<file path="src/rtl/fft_frame_ctrl.sv">
// Frames a free-running sample stream into FFT_LEN-point Avalon-ST packets for an FFT core.
// Also sequences the core's reset and counts the frames sent to the core and returned by it.
module fft_frame_ctrl #(
  parameter int FFT_LEN    = 1024,
  parameter int DATA_W     = 14,
  parameter int RST_CYCLES = 16,
  parameter int FIFO_DEPTH = 4
) (
  input  logic              clk,
  input  logic              reset_n,
  input  logic              enable_i,
  input  logic [DATA_W-1:0] sample_i,
  input  logic              sample_valid_i,
  input  logic              sink_ready_i,
  input  logic [1:0]        sink_error_i,
  input  logic              source_valid_i,
  input  logic              source_eop_i,
  output logic              fft_reset_n_o,
  output logic              sink_valid_o,
  output logic              sink_sop_o,
  output logic              sink_eop_o,
  output logic [DATA_W-1:0] sink_real_o,
  output logic [DATA_W-1:0] sink_imag_o,
  output logic [15:0]       frames_in_o,
  output logic [15:0]       frames_out_o,
  output logic              busy_o,
  output logic              overflow_o,
  output logic              fault_o
);
  localparam int POS_W = $clog2(FFT_LEN);
  localparam int AW    = $clog2(FIFO_DEPTH);
  localparam int CNT_W = $clog2(RST_CYCLES);

  typedef enum logic [1:0] {HOLD, IDLE, STREAM} state_t;

  state_t            state, state_nxt;
  logic [CNT_W-1:0]  hold_cnt;
  logic [POS_W-1:0]  pos, pos_nxt, wr_cnt;
  logic              stop_q;
  logic [DATA_W-1:0] mem [FIFO_DEPTH];
  logic [AW:0]       wr_ptr, rd_ptr;
  logic [DATA_W-1:0] head;
  logic              fifo_empty, fifo_full;
  logic              err, xfer, stopping, wr_req, load, pop, push, drop, flush;

  assign fifo_empty = (wr_ptr == rd_ptr);
  assign fifo_full  = (wr_ptr[AW] != rd_ptr[AW]) && (wr_ptr[AW-1:0] == rd_ptr[AW-1:0]);

  assign err      = (sink_error_i != 2'b00) && (state != HOLD);
  assign xfer     = sink_valid_o && sink_ready_i;
  assign stopping = (state == STREAM) && (stop_q || !enable_i);
  assign pos_nxt  = xfer ? pos + POS_W'(1) : pos;
  assign flush    = (state == HOLD) || err;

  // An empty FIFO is bypassed so a fresh sample reaches the sink register in one cycle.
  assign head = fifo_empty ? sample_i : mem[rd_ptr[AW-1:0]];
  assign load = !flush && (!fifo_empty || wr_req) && (!sink_valid_o || sink_ready_i);
  assign pop  = load && !fifo_empty;
  assign drop = wr_req && fifo_full && !pop;
  assign push = wr_req && !(fifo_empty && load) && !drop;

  assign busy_o      = (state == STREAM);
  assign sink_imag_o = '0;

  // NOTE: every signal written here gets a default first, so no path can infer a latch.
  always_comb begin
    state_nxt = state;
    wr_req    = 1'b0;
    case (state)
      HOLD: begin
        if (hold_cnt == CNT_W'(RST_CYCLES - 1)) state_nxt = IDLE;
      end
      IDLE: begin
        wr_req = enable_i && sample_valid_i && !err;
        if (err)         state_nxt = HOLD;
        else if (wr_req) state_nxt = STREAM;
      end
      STREAM: begin
        // Once stopping, writes end after the last sample of the current frame.
        wr_req = sample_valid_i && !(stopping && wr_cnt == '0) && !err;
        if (err) state_nxt = HOLD;
        else if (stopping && wr_cnt == '0 && fifo_empty && xfer && sink_eop_o)
          state_nxt = IDLE;
      end
      default: state_nxt = HOLD;
    endcase
  end

  // NOTE: sample storage has no reset; the pointers alone define what is valid.
  always_ff @(posedge clk) begin
    if (push) mem[wr_ptr[AW-1:0]] <= sample_i;
  end

  // NOTE: sequential state uses non-blocking assignments only, so every register
  // samples the pre-edge values regardless of statement order.
  always_ff @(posedge clk or negedge reset_n) begin
    if (!reset_n) begin
      state         <= HOLD;
      hold_cnt      <= '0;
      fft_reset_n_o <= 1'b0;
      wr_ptr        <= '0;
      rd_ptr        <= '0;
      pos           <= '0;
      wr_cnt        <= '0;
      stop_q        <= 1'b0;
      sink_valid_o  <= 1'b0;
      sink_sop_o    <= 1'b0;
      sink_eop_o    <= 1'b0;
      sink_real_o   <= '0;
      frames_in_o   <= '0;
      frames_out_o  <= '0;
      overflow_o    <= 1'b0;
      fault_o       <= 1'b0;
    end else begin
      state         <= state_nxt;
      fft_reset_n_o <= (state_nxt != HOLD);
      hold_cnt      <= (state == HOLD) ? hold_cnt + CNT_W'(1) : '0;
      if (err)  fault_o    <= 1'b1;
      if (drop) overflow_o <= 1'b1;
      if (xfer && sink_eop_o) frames_in_o <= frames_in_o + 16'd1;
      if (state != HOLD && source_valid_i && source_eop_i)
        frames_out_o <= frames_out_o + 16'd1;

      if (flush) begin
        wr_ptr       <= '0;
        rd_ptr       <= '0;
        pos          <= '0;
        wr_cnt       <= '0;
        stop_q       <= 1'b0;
        sink_valid_o <= 1'b0;
        sink_sop_o   <= 1'b0;
        sink_eop_o   <= 1'b0;
        sink_real_o  <= '0;
      end else begin
        if (push) wr_ptr <= wr_ptr + (AW+1)'(1);
        if (pop)  rd_ptr <= rd_ptr + (AW+1)'(1);
        if (wr_req && !drop) wr_cnt <= wr_cnt + POS_W'(1);
        pos    <= pos_nxt;
        stop_q <= (state_nxt == STREAM) && stopping;
        if (load) begin
          sink_valid_o <= 1'b1;
          sink_sop_o   <= (pos_nxt == '0);
          sink_eop_o   <= (pos_nxt == POS_W'(FFT_LEN - 1));
          sink_real_o  <= head;
        end else if (xfer) begin
          sink_valid_o <= 1'b0;
          sink_sop_o   <= 1'b0;
          sink_eop_o   <= 1'b0;
        end
      end
    end
  end
endmodule
</file>
<file path="config.mk">
export PLATFORM = sky130hd
export DESIGN_NAME = fft_frame_ctrl
export DESIGN_NICKNAME = d
export VERILOG_FILES = /design/src/rtl/fft_frame_ctrl.sv
export SDC_FILE = /design/constraint.sdc
export NUM_CORES = 1
export LEC_CHECK = 0
export ABC_AREA = 1
export ABC_CLOCK_PERIOD_IN_PS = 3160
export CORE_UTILIZATION = 35
export CTS_CLUSTER_SIZE = 25
export DETAILED_ROUTE_END_ITERATION = 6
export GPL_TIMING_DRIVEN = 0
export PLACE_DENSITY = 0.65
export REMOVE_ABC_BUFFERS = 1
export SYNTH_ARGS = -nofsm -noshare
export SYNTH_HDL_FRONTEND = slang
export SYNTH_SLANG_ARGS = --single-unit
</file>
<file path="constraint.sdc">
create_clock -name clk -period 3.16 [get_ports clk]
set_input_delay 0.474 -clock clk [delete_from_list [all_inputs] [get_ports clk]]
set_output_delay 0.474 -clock clk [all_outputs]
set_load 0.1 [all_outputs]
</file>
### Word-level counts from Yosys, hierarchy flattened

Memory sizes are Yosys's and may differ from the RTL's.
Cells that the tools add are included.

* word-level logic and storage cells: 110
* bits in registers: 85
* bits of input ports: 23
* memories: 1
* output and inout bits: 67
* RAM bits: 56

* muxes and demuxes: 29
* equality and inequality tests: 8
* reduce and logical (&&, ||, !) cells: 49
* add/sub/neg operators: 7

Memories
* mem: depth 4, bits a word 14, rd ports 1, clocked after memory_dff 0, write ports 1, RTL line 40 `logic [DATA_W-1:0] mem [FIFO_DEPTH];`

Operators by type and width (number)
* two-way mux 14 bit: 3
* two-way mux 10 bit: 4
* adder 16 x 1 -> 16 bit (second input constant): 2
* logical AND 1 bit: 25
* adder 10 x 1 -> 10 bit (second input constant): 2
* zero test 10 bit: 2
* nonzero test 2 bit: 7
* two-way mux 3 bit: 4
* == test 10 bit (second input constant): 1
* two-way mux 1 bit: 10
* two-way mux 2 bit: 5
* zero test 1 bit: 9
* adder 3 x 1 -> 3 bit (second input constant): 2
* one-hot mux 2 bit (3 select lines): 1
* adder 4 x 1 -> 4 bit (second input constant): 1
* == test 2 bit (second input constant): 2
* == test 4 bit (second input constant): 1
* logical OR 1 bit: 4
* two-way mux 4 bit: 1
* == test 3 bit: 1
* nonzero test 3 bit: 1
* == test 2 x 1 -> 1 bit (second input constant): 1
* == test 2 bit: 1
* zero test 2 bit: 1
* 2 further kinds: 2

### Depth between registers and ports, before layout

Gate-level depths: netlist of the first run.

* depth in word-level cells: 18
* gate-level depth with buffers: 14
* depth with buffers taken out: 13

### Worst setup path after synthesis of the first run

Ideal clock, no wire load.

* path type: register -> register
* start point: register state[0]
* end point: memory mem[0][0], enable pin
* stages on the path, launching flop included: 9
* library setup time: 0.385 ns
* data arrival time: 2.577 ns
* clock period less this slack: 2.962 ns
* required time: 2.775 ns
* setup slack: 0.198 ns
* buffers on the path: 0
* cell sequence: dfrtp_1 -> inv_1 -> ha_1 -> nand2_1 -> nor2_2 -> nand2_1 -> nand2_2 -> nand4_1 -> nor2_1

* longest elaborated chain between the ends: 17

RTL lines
* start: declaration: RTL line 36 `state_t state, state_nxt;`
* start signal: assignment: RTL line 115 `state <= state_nxt;`
* == test 2 bit (*)
* net busy_o: RTL line 26 `output logic busy_o,`
* logical AND 1 bit: RTL line 51 `assign stopping = (state == STREAM) && (stop_q || !enable_i);`
* logical AND 1 bit: RTL line 80 `wr_req = sample_valid_i && !(stopping && wr_cnt == '0) && !err;`
* zero test 1 bit: RTL line 80
* logical AND 1 bit (2 in a row): RTL line 80
* one-hot mux 1 bit (2 select lines) (*): RTL line 69 `case (state)`
* logical OR 1 bit: RTL line 57 `assign load = !flush && (!fifo_empty || wr_req) && (!sink_valid_o || sink_ready_i);`
* logical AND 1 bit (2 in a row): RTL line 57
* logical AND 1 bit: RTL line 58 `assign pop = load && !fifo_empty;`
* zero test 1 bit: RTL line 59 `assign drop = wr_req && fifo_full && !pop;`
* logical AND 1 bit: RTL line 59
* zero test 1 bit: RTL line 60 `assign push = wr_req && !(fifo_empty && load) && !drop;`
* logical AND 1 bit (*): RTL line 60
* two-way mux 1 bit (*): RTL line 91 `if (push) mem[wr_ptr[AW-1:0]] <= sample_i;`
* two-way mux 1 bit (not written as such) (*): RTL line 91
* end: declaration: RTL line 40

Mark *: on every way through the listed nets, which the timed path passes. The rest lies on a longest branch.

### Worst setup path after layout of the first run

* start point: register state[0]
* end point: output port busy_o

* longest elaborated chain between the ends: 1

RTL lines
* == test 2 bit: RTL line 62 `assign busy_o = (state == STREAM);`
* end: declaration: RTL line 26

No other way between the ends.

==> out/metrics.yaml, run 1 <==
wl_per_cell_um: 13.53
r2r_slack_ns: 0.36
maxSlewViolCount: 0
io_buffers: 75
stdcell_count: 1092
worstSetupEndpointType: "output pin"
setup_ws_ns: 0.3340
crit_family: "buffers and inverters"
grt_pass1_vias: 4835
dieArea_um2: 19890
critPathMaxStageDelay_ns: 1.19
die_x_um: 141.0
place.gp.congestion: 0.7982
postSynthCellCount: 737
yosys.area_share.simple_pct: 23.72
critPathKind: "reg -> out"
p_leak_nw: 3.636
hold_path_class: "reg -> reg"
rows: 50
avgViaCountPerCell: 4.574
startpoint_type: "flop"
synth_top_family_by_area: "simple AND/OR/NAND/NOR gates"
antennaDiodeCount: 0
synthAdderAreaFrac_pct: 2.774
status: "finished, final reports clean"
track_usage_pct: 15.93
regArea_um2: 3809
synth_compound_area_share_pct: 5.806
cts.clk_slew.worst_paths_ns: 0.06
max_freq_ghz: 0.3539
drc: 0
hold_viol_final: 0
crit_required_ns: 2.69
hold_path.startpoint: "hold_cnt[0]"
ys_seq_area_share_pct: 56.29
dp_slack_ns: -1.496
antenna_found_initial: 0
tightest_slew_ns: 1.025
numCtsBuffers: 17
io_pins: 90
synth.mux.area_fraction_pct: 0
drive_above_1_share_pct: 7.813
synth_async_sr_flop_share_pct: 60.28
hold_end: "hold_cnt[0]"
holdWs_ns: 0.4632
max_slew_margin_pct: 31.46
rr_worst_depth: 11
power_density_nw_per_um2: 557.9
grt_setup_unrepaired: "no"
grt_overflow: 0
total_power_mw: 4.703
ant_nets: 0
fin_crit_sh_pct: 89.43
synth-xor-area-share_pct: 4.919
cts_tree: "done"
crit_arrival_ns: 2.35
final_common_cell: "nand2_1"
grt_pass1_wl_um: 24310
finClkSkew_ns: 0.008796
worst_path_max_delay_cell: "clkdlybuf4s50_1"
yosysUniqueCellTypes: 36
min_period_ns: 2.826
maxCapViolCount: 0
syn_to_final_growth_pct: 24.57
reg2reg_from: "state[1]"
synth_edf_count: 56
synth_area_um2: 6766
placedCellCount: 1055
ys_warn_count: 0
htreeDepth: 4
path_cells: "inv_1 -> ha_1 -> clkdlybuf4s50_1"
die_y_um: 141.0
setup_viol: 0
clkSinkCount: 141
n_fill_cell: 1777
synthFlopType: "dfrtp_1"
initial_utilization_pct: 35.93
r2r_end: "mem[2][8]"
cp.buffers_inverters: 2
ir_worst_vdd_v: 0.0003855
syn_avg_cell_area_um2: 9.181
cp_max_fo: 4
routed_wl_um: 14780
layout.nets: 857
synth-seq-cells: 141
clock-root-buffer: "clkbuf_16"
vias: 4995
place.detailed.hpwl_um: 9344
grt_max_degree: 64
drtIter0Drc: 290
final_cell_mix: "nand2_1 (158), nor2_1 (129), dfrtp_1 (85)"
clk_latency_ns: 0.42
whs_path_depth: 1
core-area_um2: 18830
drt_pass1_iterations: 4
multi_input_area_um2: 2611
cts_buffer_depth: 2
## registers in the layout, indices dropped and copies added, names as in the netlist, 2 cells and up
signal / flops
rd_ptr: 3
frames_in_o: 16
mem: 56
wr_cnt: 10
sink_real_o: 14
state: 2
frames_out_o: 16
wr_ptr: 3
pos: 10
hold_cnt: 4
## synth_stat cells (all sizes together), types with 2 or more instances
master | count | area, um2
or2 | 2 | 12.51
edfxtp | 56 | 1682
xor2 | 20 | 175.2
o21ai | 39 | 198.9
nor2 | 137 | 539.3
nor3 | 9 | 61.31
o21bai | 2 | 15.01
a31oi | 16 | 100.1
nand4 | 11 | 68.82
inv | 64 | 240.2
a21oi | 9 | 56.31
nand2 | 164 | 630.6
dfrtp | 85 | 2127
nand3b | 4 | 30.03
nand3 | 49 | 255.3
clkbuf | 8 | 30.03
buf | 24 | 165.2
ha | 15 | 187.7
xnor2 | 18 | 157.7
## where the power goes
part	internal, mW	switching [mW]
clock network	1.31	0.783
registers	1.96	0.0493
logic	0.148	0.445
## metal layers
metal	track usage [%]	routed length, um	vias up
met4	5.549	191	0
met2	25.32	6990	113
met3	4.450	689	15
met5	0	0	-
met1	20.84	6908	2332
li1	-	-	2535
## how the worst max path moves through the flow
stage / from / to / slack (ns) / depth (start not counted)
2_1_floorplan: state[0] / mem[0][0] / 0.05 / 9
3_3_place_gp: reset_n / sink_real_o[1] / -1.68 / 1
3_5_place_dp: sink_error_i[1] / mem[3][10] / -1.50 / 8
4_1_cts: state[1] / mem[2][6] / 0.32 / 11
5_1_grt: state[1] / mem[2][3] / 0.17 / 10
6_report: state[0] / busy_o / 0.33 / 3
## final cells by class
cell class	instances	area share (%)
sequential	141	45.18
clock buffer	21	5.581
timing repair buffer	81	9.678
clock inverter	11	1.870
inverter	64	2.850
tap	260	3.859
multi-input combinational	514	30.98
## worst register-to-register path, stage by stage (launching register included)
cell	delay [ns]
dfrtp_1	0.41
inv_1	0.10
ha_1	0.33
nor3_4	0.27
inv_2	0.25
nor2_4	0.19
inv_2	0.06
nand2_1	0.11
nand4_1	0.09
buf_4	0.19
nor2_4	0.27
buf_4	0.25
## repair_timing
action,in CTS,in global routing
gates resized for setup,8,0
hold buffers,1,0
setup endpoints to repair,74,0
hold endpoints to repair,22,0
buffers inserted,3,0
## through the flow
step,cell area [um2],util (%),TNS [ns]
2_1_floorplan,6620,-,0
3_3_place_gp,7696,40.87,-230.98
3_5_place_dp,7729,41.04,-82.86
4_1_cts,8429,44.76,0
5_1_grt,8429,44.76,0
6_report,8429,44.76,0
## logic make-up after synthesis
logic type,Yosys count
AOI/OAI and AO/OA,69
xor gates and xnor gates,38
adders and majority gates,15
buffers and inverters,96
DFF,141
other,1
and+or+nand+nor,377
No activity file was read; power rests on OpenSTA's default activity.
==> run 2: changes to the inputs <==
--- a/config.mk
+++ b/config.mk
@@ -7,12 +7,15 @@
 export LEC_CHECK = 0
 export ABC_AREA = 1
 export ABC_CLOCK_PERIOD_IN_PS = 3160
+export CELL_PAD_IN_SITES_DETAIL_PLACEMENT = 0
+export CELL_PAD_IN_SITES_GLOBAL_PLACEMENT = 1
 export CORE_UTILIZATION = 35
 export CTS_CLUSTER_SIZE = 25
 export DETAILED_ROUTE_END_ITERATION = 6
 export GPL_TIMING_DRIVEN = 0
-export PLACE_DENSITY = 0.65
+export PLACE_DENSITY = 0.78
 export REMOVE_ABC_BUFFERS = 1
+export SLEW_MARGIN = 20
 export SYNTH_ARGS = -nofsm -noshare
 export SYNTH_HDL_FRONTEND = slang
 export SYNTH_SLANG_ARGS = --single-unit
==> run 2 against run 1 <==
Compared with the run above:
- count of clock-buffer cells in the layout down 3
- power down 3.4%
- via count up 1.4%
- first-iteration DRC count up 11%
- clock power down 8%
- largest cell class unchanged
- clock skew up 0.0030 ns
- sequential share of layout area down 0.054 points
- highest routed layer unchanged
- final cell count up 0.18%
==> out/metrics.yaml, run 2 (synthesized netlist as in run 1, its figures left out) <==
status: "finished, final reports clean"
finClkSkew_ns: 0.01175
r2r_end: "mem[3][4]"
fin_util_pct: 44.82
avgViaCountPerCell: 4.628
tightest_slew_ns: 1.071
cts_buffer_depth: 2
dp_slack_ns: -1.317
placed_area_um2: 7746
design_area_um2: 8439
power_density_nw_per_um2: 538.3
grt_max_degree: 75
antenna_found_initial: 0
grt_setup_unrepaired: "no"
setup_ws_ns: 0.3449
io_pins: 90
clkSinkCount: 141
cts.clk_slew.worst_paths_ns: 0.06
min_period_ns: 2.815
setup_viol: 0
initial_utilization_pct: 35.93
routed_wl_um: 15020
place.detailed.hpwl_um: 9435
cp_max_fo: 26
place.gp.congestion: 0.7332
final_cell_mix: "nand2_1 (158), nor2_1 (129), dfrtp_1 (85)"
layout.nets: 860
worst_path_max_delay_cell: "ha_1"
crit_required_ns: 3.28
maxCapViolCount: 0
drc: 0
crit_top_cell: "nor2_4"
crit_start: "state[1]"
critPathKind: "reg -> reg"
reg2reg_from: "state[1]"
critPathMaxStageDelay_ns: 0.43
rr_worst_depth: 10
wl_per_cell_um: 13.73
numCtsBuffers: 17
io_buffers: 75
drive_above_1_share_pct: 7.914
drtIter0Drc: 323
final_common_cell: "nand2_1"
dieArea_um2: 19890
grt_pass1_vias: 4768
r2r_slack_ns: 0.34
htreeDepth: 4
die_y_um: 141.0
startpoint_type: "flop"
fin_crit_sh_pct: 89.08
largest_reg_flops: 56
max_freq_ghz: 0.3552
hold_path_class: "in -> async"
crit_arrival_ns: 2.93
maxSlewViolCount: 0
worstSetupEndpointType: "flop"
syn_to_final_growth_pct: 24.72
track_usage_pct: 16.02
antennaDiodeCount: 0
max_slew_margin_pct: 28.23
clk_latency_ns: 0.41
drt_pass1_iterations: 4
die_x_um: 141.0
core-area_um2: 18830
p_leak_nw: 3.637
path_cells: "inv_1 -> ha_1 -> nor3_4 -> inv_2 -> nor2_4 -> nand2_1 -> nand4_1 -> buf_4 -> nor2_4 -> buf_12"
ant_nets: 0
vias: 5063
ir_worst_vdd_v: 0.0003745
clock-root-buffer: "clkbuf_16"
cts_tree: "done"
grt_overflow: 0
rows: 50
grt_pass1_wl_um: 24690
hold_viol_final: 0
-- run 2: cell types whose count changed in the layout (fill, tap and decap cells not counted) --
cell / change
clkinv_1: +1
buf_12: +3
buf_6: +2
inv_6: +1
bufinv_16: -1
clkbuf_8: -3
clkinv_4: -1
clkinv_2: +2
buf_4: -2
-- run 2: area by class of cell --
| class | instances | area (um2) |
|---|---|---|
| clock buffer | 18 | 429.2 |
| clock inverter | 13 | 141.4 |
| fill | 1823 | 10390 |
| inverter | 64 | 240.2 |
| multi-input combinational | 514 | 2611 |
| sequential | 141 | 3809 |
| tap | 260 | 325.3 |
| timing repair buffer | 84 | 883.3 |
-- run 2: metal layers --
layer	up-vias	global-route usage, %	share of wire, %	wire length (um)
met3	8	3.193	3.4	518
li1	2555	-	-	-
met2	95	26.18	48	7144
met5	-	0	0	0
met1	2405	21.55	48	7209
met4	0	4.634	0.95	143
-- run 2: critical path: cells and delay by family, from the launching register on --
family	cells	cell delay [ns]
buffers and inverters	4	0.93
AND/OR/NAND/NOR	5	0.73
adder cells (fa/ha/maj)	1	0.43
flip-flops	1	0.42
-- run 2: how the worst max path moves through the flow --
stage               slack (ns)         endpoint
finish                    0.34        mem[3][4]
detailed placement       -1.32       mem[2][11]
floorplan                 0.05        mem[0][0]
global placement         -1.74  sink_real_o[11]
CTS                       0.34           busy_o
global route              0.17        mem[2][8]
-- run 2: timing repair --
item                                   4_1_cts  5_1_grt
endpoints found under the hold margin       11        0
setup endpoints to repair                   85        0
hold buffers                                 1        0
buffers inserted                             6        0
resized for setup                            4        0
-- run 2: report_power, final --
group	internal, mW	switching, mW
Sequential	1.96	0.0532
Clock	1.16	0.767
Combinational	0.149	0.448
-- run 2: per-stage QoR --
stage	TNS [ns]	hold WS, ns	std cells	power [mW]
after CTS	0	0.4236	1094	4.597
after detailed placement	-81.39	0.2978	1055	2.639
after global placement	-249.45	0.4549	1053	2.627
after floorplan	0	0.1784	718	2.460
after global routing	0	0.4351	1094	4.730
final	0	0.4361	1094	4.543
==> run 3: changes to the inputs <==
--- a/config.mk
+++ b/config.mk
@@ -7,6 +7,7 @@
 export LEC_CHECK = 0
 export ABC_AREA = 1
 export ABC_CLOCK_PERIOD_IN_PS = 3160
+export CAP_MARGIN = 20
 export CELL_PAD_IN_SITES_DETAIL_PLACEMENT = 0
 export CELL_PAD_IN_SITES_GLOBAL_PLACEMENT = 1
 export CORE_UTILIZATION = 35
@@ -14,7 +15,6 @@
 export DETAILED_ROUTE_END_ITERATION = 6
 export GPL_TIMING_DRIVEN = 0
 export PLACE_DENSITY = 0.78
-export REMOVE_ABC_BUFFERS = 1
 export SLEW_MARGIN = 20
 export SYNTH_ARGS = -nofsm -noshare
 export SYNTH_HDL_FRONTEND = slang
==> run 3 against run 2 <==
Compared with the run above:
- register-to-register slack lost 0.29 ns
- clock skew shrank 0.00068 ns
- first-iteration DRC count shrank 19%
- non-clock buffer count grew 25
- combinational power grew 3.4%
- critical endpoint is now mem[3][5]
- largest power group is now the clock network
==> out/metrics.yaml, run 3 (synthesized netlist as in run 1, its figures left out) <==
finClkSkew_ns: 0.01107
io_pins: 90
final_common_cell: "nand2_1"
hold_viol_final: 0
worst_path_max_delay_cell: "nor2_2"
status: "finished, final reports clean"
critPathKind: "reg -> reg"
drtIter0Drc: 263
design_area_um2: 8539
wl_per_cell_um: 13.40
drc: 0
placed_area_um2: 7930
cp.buffers_inverters: 3
crit_top_cell: "inv_2"
ant_nets: 0
cp_max_fo: 14
clkSinkCount: 141
min_period_ns: 3.102
ir_worst_vdd_v: 0.0005394
drt_pass1_iterations: 5
initial_utilization_pct: 35.93
drive_above_1_share_pct: 9.430
grt_pass1_vias: 4975
avgViaCountPerCell: 4.518
maxSlewViolCount: 0
setup_ws_ns: 0.05813
io_buffers: 75
routed_wl_um: 14990
crit_arrival_ns: 3.14
fin_util_pct: 45.35
r2r_slack_ns: 0.06
place.gp.congestion: 0.7944
holdWs_ns: 0.4381
core-area_um2: 18830
n_fill_cell: 1817
max_freq_ghz: 0.3224
grt_overflow: 0
place.detailed.hpwl_um: 10020
path_cells: "inv_1 -> ha_1 -> nor3_4 -> inv_2 -> nor2_4 -> inv_2 -> nand2_1 -> nand4_1 -> nor2_2"
syn_to_final_growth_pct: 26.20
p_leak_nw: 3.726
startpoint_type: "flop"
worstSetupEndpointType: "flop"
hold_path_class: "in -> async"
final_cell_mix: "nand2_1 (158), nor2_1 (129), dfrtp_1 (85)"
die_x_um: 141.0
cts_tree: "done"
fin_crit_sh_pct: 98.16
antennaDiodeCount: 0
layout.nets: 884
clock-root-buffer: "clkbuf_16"
largest_reg_flops: 56
htreeDepth: 4
clk_latency_ns: 0.42
critPathMaxStageDelay_ns: 0.79
vias: 5056
dieArea_um2: 19890
grt_pass1_wl_um: 25160
power_density_nw_per_um2: 546.9
cts_resized: 0
cts_setup_buffers: 0
crit_required_ns: 3.20
maxCapViolCount: 0
crit_family: "simple AND/OR/NAND/NOR gates"
grt_setup_unrepaired: "yes"
grt_max_degree: 76
numCtsBuffers: 17
antenna_found_initial: 0
cts.clk_slew.worst_paths_ns: 0.07
setup_viol: 0
rows: 50
track_usage_pct: 16.39
max_slew_margin_pct: 32.92
die_y_um: 141.0
cts_buffer_depth: 2
dp_slack_ns: -0.2754
tightest_slew_ns: 1.003
[run 3: cell count changes in the layout (fill, tap and decap cells not counted), moves of 2 or more]
cell      delta
nor2_4       -4
buf_4       +12
buf_2        +3
nor2_2       +4
inv_8        +3
buf_1        +4
inv_6        +2
clkinv_4     -2
buf_12       -3
clkbuf_1     +7
[run 3: through the flow]
step	setup TNS, ns	std cells	power, mW
floorplan	0	750	2.480
detailed placement	-12.37	1086	2.664
finish	0	1119	4.671
global placement	-189.99	1085	2.656
global route	-11.44	1119	4.861
CTS	-0.3088	1119	4.726
[run 3: path summary, 6_finish.rpt]
check | start | end | cells after the start
min in group clk | hold_cnt[0] | hold_cnt[0] | 1
hold reg to reg | hold_cnt[0] | hold_cnt[0] | 1
setup reg to reg | state[1] | mem[3][5] | 9
hold / removal | reset_n | sink_real_o[2] | 2
setup / recovery | state[1] | mem[3][5] | 9
max in group asynchronous | reset_n | hold_cnt[2] | 3
[run 3: metal layers]
metal	vias to the layer above	global-route usage (%)	wire, um
li1	2604	-	-
met1	2329	22.47	7368
met5	-	0	0
met2	115	25.56	6824
met3	8	3.940	655
met4	0	5.206	145
[run 3: timing repair]
action | CTS | global route
hold buffers | 1 | 0
endpoints found under the setup margin | 14 | 56
endpoints found under the hold margin | 10 | 0
[run 3: cell type report]
| type | count | area, um2 | share of cell area [%] |
|---|---|---|---|
| clock buffers | 17 | 425.4 | 4.982 |
| repair buffers | 77 | 789.5 | 9.245 |
| inverters | 64 | 240.2 | 2.813 |
| clock inverters | 15 | 173.9 | 2.037 |
| multi-input cells | 513 | 2581 | 30.23 |
| plain buffers | 32 | 195.2 | 2.286 |
| well taps | 260 | 325.3 | 3.810 |
| flip-flops and latches | 141 | 3809 | 44.60 |
[run 3: worst reg2reg max path: stages (launching register included)]
cell     delay (ns)
dfrtp_1        0.40
inv_1          0.10
ha_1           0.29
nor3_4         0.29
inv_2          0.17
nor2_4         0.14
inv_2          0.06
nand2_1        0.13
nand4_1        0.34
nor2_2         0.79
[run 3: power by group]
part	total, mW	internal [mW]	switching, mW
Clock	2.04	1.19	0.853
Sequential	2.01	1.96	0.0482
Combinational	0.617	0.164	0.452
Total	4.67	3.32	1.35
